===== config.mk =====
export PLATFORM = sky130hd
export DESIGN_NAME = qspi_flash_selftest
export DESIGN_NICKNAME = d
export VERILOG_FILES = /design/src/rtl/qspi_flash_selftest.sv
export SDC_FILE = /design/constraint.sdc
export NUM_CORES = 1
export LEC_CHECK = 0
export ABC_AREA = 1
export ABC_CLOCK_PERIOD_IN_PS = 3280
export CAP_MARGIN = 20
export CORE_ASPECT_RATIO = 0.9
export CORE_MARGIN = 3
export CORE_UTILIZATION = 55
export CTS_CLUSTER_DIAMETER = 120
export DETAILED_ROUTE_END_ITERATION = 10
export MAX_ROUTING_LAYER = met4
export PLACE_DENSITY = 0.76
export SYNTH_ARGS = -nofsm -noshare
export SYNTH_HDL_FRONTEND = slang
export SYNTH_SLANG_ARGS = --single-unit

===== constraint.sdc =====
create_clock -name CLK_100M -period 3.28 [get_ports CLK_100M]
set_clock_uncertainty 0.2 [all_clocks]
set_input_delay 0.656 -clock CLK_100M [delete_from_list [all_inputs] [get_ports CLK_100M]]
set_output_delay 0.656 -clock CLK_100M [all_outputs]
set_load 0.01 [all_outputs]

===== src/rtl/qspi_flash_selftest.sv =====
// qspi_flash_selftest: mode-0 SPI self-test of an N25Q flash (JEDEC ID, program, poll, read back, compare).
// Result on status_led: [0]=done, [1]=pass.
`timescale 1ns/1ps
module qspi_flash_selftest #(
  parameter int          SCK_HALF  = 2,
  parameter int          CS_GAP    = 8,
  parameter logic [15:0] EXP_ID    = 16'h20BA,
  parameter logic [23:0] TEST_ADDR = 24'h000000,
  parameter int          NBYTES    = 16,
  parameter logic [23:0] WIP_TMO   = 24'd5_000_000
) (
  input  logic       CLK_100M,
  input  logic       rst,
  output logic [1:0] status_led,
  output logic       clk_to_mem_out,
  output logic       S,
  inout  wire  [3:0] DQio
);
  typedef enum logic [2:0] {IDLE, RDID, WREN, POLL, PP, READ, DONE} st_t;
  typedef enum logic [1:0] {GAP, XFER, TAIL} ph_t;
  localparam logic [7:0] HALF_M1 = 8'(SCK_HALF - 1);
  localparam logic [7:0] GAP_M1 = 8'(CS_GAP - 1);
  localparam logic [8:0] LAST = 9'(NBYTES + 3);
  st_t st_q, st_d, go, nxt;
  ph_t ph_q, ph_d;
  logic [7:0] cnt_q, cnt_d, tx_q, tx_d, rx_q, rx_d;
  logic [8:0] idx_q, idx_d;
  logic [23:0] tmo_q, tmo_d;
  logic [2:0] bit_q, bit_d;
  logic sck_q, sck_d, s_q, s_d, fail_q, fail_d, pp_q, pp_d, pass_q, pass_d, done_q, done_d;
  logic tick, last_fall, bad, fin;
  function automatic logic [7:0] pat(logic [8:0] i);
    return (i[7:0] - 8'd4) ^ 8'hA5;
  endfunction
  // Byte i of the frame sent while in state st (index 0 is the opcode).
  function automatic logic [7:0] tx_byte(st_t st, logic [8:0] i);
    return i == 9'd0 ? (st == RDID ? 8'h9F : st == WREN ? 8'h06 : st == POLL ? 8'h05 : st == PP ? 8'h02 : 8'h03)
         : (st != PP && st != READ) ? 8'h00
         : i == 9'd1 ? TEST_ADDR[23:16] : i == 9'd2 ? TEST_ADDR[15:8] : i == 9'd3 ? TEST_ADDR[7:0]
         : st == PP ? pat(i) : 8'h00;
  endfunction
  always_comb begin
    st_d = st_q; ph_d = ph_q; cnt_d = cnt_q; tx_d = tx_q; rx_d = rx_q; idx_d = idx_q; tmo_d = tmo_q;
    bit_d = bit_q; sck_d = sck_q; s_d = s_q; fail_d = fail_q; pp_d = pp_q; pass_d = pass_q; done_d = done_q;
    go = st_q == IDLE ? RDID : st_q;
    nxt = st_q == RDID ? WREN : st_q == WREN ? POLL : st_q == POLL ? (pp_q ? READ : PP) : st_q == PP ? POLL : DONE;
    tick = cnt_q == HALF_M1;
    last_fall = ph_q == XFER && tick && sck_q && bit_q == 3'd7;
    // rx_q holds the just-completed byte idx_q at the last falling edge of that byte.
    bad = (st_q == RDID && idx_q == 9'd1 && rx_q != EXP_ID[15:8])
       || (st_q == RDID && idx_q == 9'd2 && rx_q != EXP_ID[7:0])
       || (st_q == POLL && idx_q == 9'd1 && !pp_q && !rx_q[1])
       || (st_q == POLL && idx_q != 9'd0 && rx_q[0] && tmo_q == WIP_TMO - 24'd1)
       || (st_q == READ && idx_q > 9'd3 && rx_q != pat(idx_q));
    fin = bad || (st_q == RDID && idx_q == 9'd3) || st_q == WREN
       || (st_q == POLL && idx_q != 9'd0 && !rx_q[0]) || ((st_q == PP || st_q == READ) && idx_q == LAST);
    if (ph_q == GAP) begin
      cnt_d = cnt_q == GAP_M1 ? cnt_q : cnt_q + 8'd1;
      if (cnt_q == GAP_M1 && st_q != DONE) begin
        st_d = go; ph_d = XFER; cnt_d = 8'd0; s_d = 1'b0; sck_d = 1'b0; bit_d = 3'd0;
        idx_d = 9'd0; tmo_d = 24'd0; tx_d = tx_byte(go, 9'd0);
      end
    end else if (ph_q == TAIL) begin
      cnt_d = cnt_q + 8'd1;
      if (tick) begin
        s_d = 1'b1; ph_d = GAP; cnt_d = 8'd0; done_d = st_q == DONE; pass_d = st_q == DONE && !fail_q;
      end
    end else begin
      cnt_d = tick ? 8'd0 : cnt_q + 8'd1;
      sck_d = tick ? !sck_q : sck_q;
      if (tick && !sck_q) rx_d = {rx_q[6:0], DQio[1]};
      if (tick && sck_q) begin
        bit_d = bit_q + 3'd1;
        tx_d = {tx_q[6:0], 1'b0};
      end
      if (last_fall) begin
        idx_d = &idx_q ? idx_q : idx_q + 9'd1;
        tmo_d = tmo_q + {23'd0, st_q == POLL && idx_q != 9'd0 && rx_q[0]};
        if (fin) begin
          ph_d = TAIL; fail_d = fail_q | bad; pp_d = pp_q | st_q == PP;
          st_d = (fail_q | bad) ? DONE : nxt;
        end else tx_d = tx_byte(st_q, idx_q + 9'd1);
      end
    end
  end
  always_ff @(posedge CLK_100M or negedge rst)
    if (!rst) begin
      st_q <= IDLE; ph_q <= GAP; cnt_q <= 8'd0; tx_q <= 8'd0; rx_q <= 8'd0; idx_q <= 9'd0; tmo_q <= 24'd0;
      bit_q <= 3'd0; sck_q <= 1'b0; s_q <= 1'b1; fail_q <= 1'b0; pp_q <= 1'b0; pass_q <= 1'b0; done_q <= 1'b0;
    end else begin
      st_q <= st_d; ph_q <= ph_d; cnt_q <= cnt_d; tx_q <= tx_d; rx_q <= rx_d; idx_q <= idx_d; tmo_q <= tmo_d;
      bit_q <= bit_d; sck_q <= sck_d; s_q <= s_d; fail_q <= fail_d; pp_q <= pp_d; pass_q <= pass_d; done_q <= done_d;
    end
  assign status_led = {pass_q, done_q};
  assign clk_to_mem_out = sck_q;
  assign S = s_q;
  assign DQio = {2'b11, 1'bz, tx_q[7]};
endmodule


==> run summary <==
Static Leakage - 2.49 nW
actual slew at the worst max-slew pin - 0.935 ns
CTS tree - done
share of total power in the clock network - 0.467
RSZ-0062 raised after global routing - no
Worst Setup Start Kind - flip-flop
post-cts hold buffer count - 0
max_slew headroom - 0.377
Port Buffers - 5
crit-path cells - inv_1, ha_1, nand2_1, inv_1, nand4_1, nand3_1, inv_1, ha_1, nand2_1, nor3_1, inv_1, nor2_4, nand2_1, nor3_1, nor2_1
initial antenna violation count - 0
commonest non-fill, non-tap cell in the layout - nand2_1
Clock Tree Buf Depth - 2
CTS buffer count - 9
CTS H-tree depth - 3
Crit. Startpoint - idx_q[0]$_DFFE_PN0P_
Final ANT Viol Nets - 0
DR pass1 iterations - 5
register area share after synthesis - 0.364
max-cap violation count - 0
initial detailed-routing violation count - 352
TNS Setup - 0 ns
sequential share of power - 0.521
worst skew pair latency - 0.35 ns
Syn Std Cell Area - 4880 um2
EDFF count, synth - 0
Die ar. - 10,100 um2
worst hold slack - 0.221 ns
Setup crit end kind - flip-flop
Ys Warns - 0
Psw - 0.376 mW
Comb pwr share - 0.011
grt total ovfl - 0
Fmax - 346 MHz
vias per cell - 5.58
Top Family by Delay on Critical Path - simple AND/OR/NAND/NOR gates
fraction of registers with async set/reset - 1.00
nets@finish - 684
Setup CP Type - reg2reg
HP Class - in2async
fin crit period - 2.89 ns
n_diodes - 0
R2R Path Start - idx_q[0]$_DFFE_PN0P_
CTS root buf - clkbuf_8
# resized after CTS - 0
internal power consumption - 1.31 mW
Detailed Place HPWL - 8.47 mm
Area contributors post-synth - dfrtp_1 36%, nand2_1 11%, inv_1 6.3%
postcts setup bufs - 0
Worst Path Buf+Inv - 4
Synth area leader - dfrtp_1
Syn Inst Count - 660
Required @ worst endpoint - 3.31 ns
Tot GR Track Use - 0.250
proportion of layout cells with a drive suffix above 1 - 0.111
Clock Sinks - 71
Levels on crit path - 15
design area - 5220 um2
Worst EP arrival - 2.93 ns
FF-to-FF setup slack - 0.39 ns
Final GP Congestion - 1.03
Post-synth top flop - dfrtp_1
PwrDens - 322 nW/um2
DRC violations left - 0
largest net degree at the start of global routing - 72
outcome - finished, final reports clean
Max stage delay on crit path - 0.49 ns
max-slew violation count - 0
Worst-path clk slew - 0.08 ns
Routed WL - 11.4 mm
vias in the first global route - 4,139
via count - 4,369
VDD IR max - 297 uV
Area Growth Syn to Fin - 6.81%
wire length per cell - 14.6 um
most frequent cell on the critical path - inv_1
Crit-path slowest cell - dfrtp_1
final hold violation count - 0
first-pass GRT wire length - 19.7 mm
Placed Area - 5000 um2
die width - 105 um
sw frac - 0.223
synth unique cells - 44
Pwr Total - 1.68 mW
Worst Reg-to-Reg Cells - 15
CP Max Fanout - 8
post-synth top area share - 0.359
Initial Util - 0.586
R2R Path End - tmo_q[11]$_DFFE_PN0P_
crit path to - tmo_q[11]$_DFFE_PN0P_
fin crit share - 0.882
commonest non-fill, non-tap cells in the layout - 148 x nand2_1, 82 x inv_1, 70 x dfrtp_1, 69 x nor2_1, 50 x nand3_1
Syn Area/Cell - 7.40 um2
row count - 31
io pins - 10
Final setup viols - 0
Std-Cell Core Area - 8340 um2
die height - 95.4 um
Yosys reg bits - 71
==> synthesized netlist by cell type (12+ instances only) <==
cell type / count
nand2_1: 148
inv_1: 82
dfrtp_1: 70
nor2_1: 69
nand3_1: 50
o21ai_0: 27
nor3_1: 19
ha_1: 18
xor2_1: 18
a21oi_1: 16
nand4_1: 15
o21ai_1: 14
inv_2: 12
==> power by group through the flow <==
stage          logic (mW)  clock network [mW]  registers (mW)
4_1_cts            0.0205               0.794           0.876
6_report           0.0192               0.785           0.876
5_1_grt            0.0228               0.831           0.876
3_5_place_dp       0.0205                   0           0.893
2_1_floorplan     0.00414                   0           0.893
3_3_place_gp       0.0202                   0           0.893
==> worst register-to-register path, cell delays in order, from the launching register on <==
cell     delay, ns
dfrtp_1       0.49
inv_1         0.16
ha_1          0.24
nand2_1       0.06
inv_1         0.04
nand4_1       0.09
nand3_1       0.11
inv_1         0.08
ha_1          0.18
nand2_1       0.09
nor3_1        0.34
inv_1         0.14
nor2_4        0.18
nand2_1       0.12
nor3_1        0.18
nor2_1        0.08
==> area by class of cell <==
type	count	area, um2
fillers	734	3120
multi-input cells	479	2650
flip-flops and latches	71	1780
inverters	96	363
well taps	115	144
clock buffers	9	124
clock inverters	6	93.8
repair buffers	7	62.6
==> stage by stage <==
stage	cells	worst slack (ns)	utilization
5_1_grt	783	0.0835	0.626
3_3_place_gp	768	0.584	0.600
3_5_place_dp	768	0.462	0.600
6_report	783	0.388	0.626
2_1_floorplan	661	0.772	-
4_1_cts	783	0.425	0.626
==> per-layer routing <==
metal,wire [um],track usage
met5,0,-
met4,114,0.0557
met1,5480,0.362
met3,716,0.0420
met2,5090,0.372
==> sequential cells by signal, indices dropped and copies added (netlist names) <==
| register | cells |
|---|---|
| pp_q | 1 |
| done_q | 1 |
| bit_q | 3 |
| st_q | 3 |
| tx_q | 7 |
| clk_to_mem_out | 1 |
| S | 1 |
| cnt_q | 8 |
| pass_q | 1 |
| ph_q | 2 |
| DQio | 1 |
| fail_q | 1 |
| tmo_q | 24 |
| idx_q | 9 |
| rx_q | 8 |
==> kinds of logic after synthesis <==
group           share of synthesized area
compound gates                      0.121
xor+xnor                           0.0482
other cells                       0.00154
flops                               0.364
buf+inv                            0.0938
fa+ha+maj                          0.0461
simple gates                        0.325
==> how the worst min path moves through the flow <==
stage / cells past startpoint / slack [ns] / to / from
floorplan: 0 / 0.16 / DQio[0]$_DFFE_PN0P_ / rst
global placement: 2 / 0.26 / S$_DFFE_PN1P_ / S$_DFFE_PN1P_
detailed placement: 2 / 0.26 / done_q$_DFFE_PN0P_ / done_q$_DFFE_PN0P_
CTS: 2 / 0.24 / DQio[0]$_DFFE_PN0P_ / DQio[0]
global route: 2 / 0.24 / DQio[0]$_DFFE_PN0P_ / DQio[0]
finish: 1 / 0.22 / idx_q[5]$_DFFE_PN0P_ / rst
No activity file was read; power rests on OpenSTA's default activity.
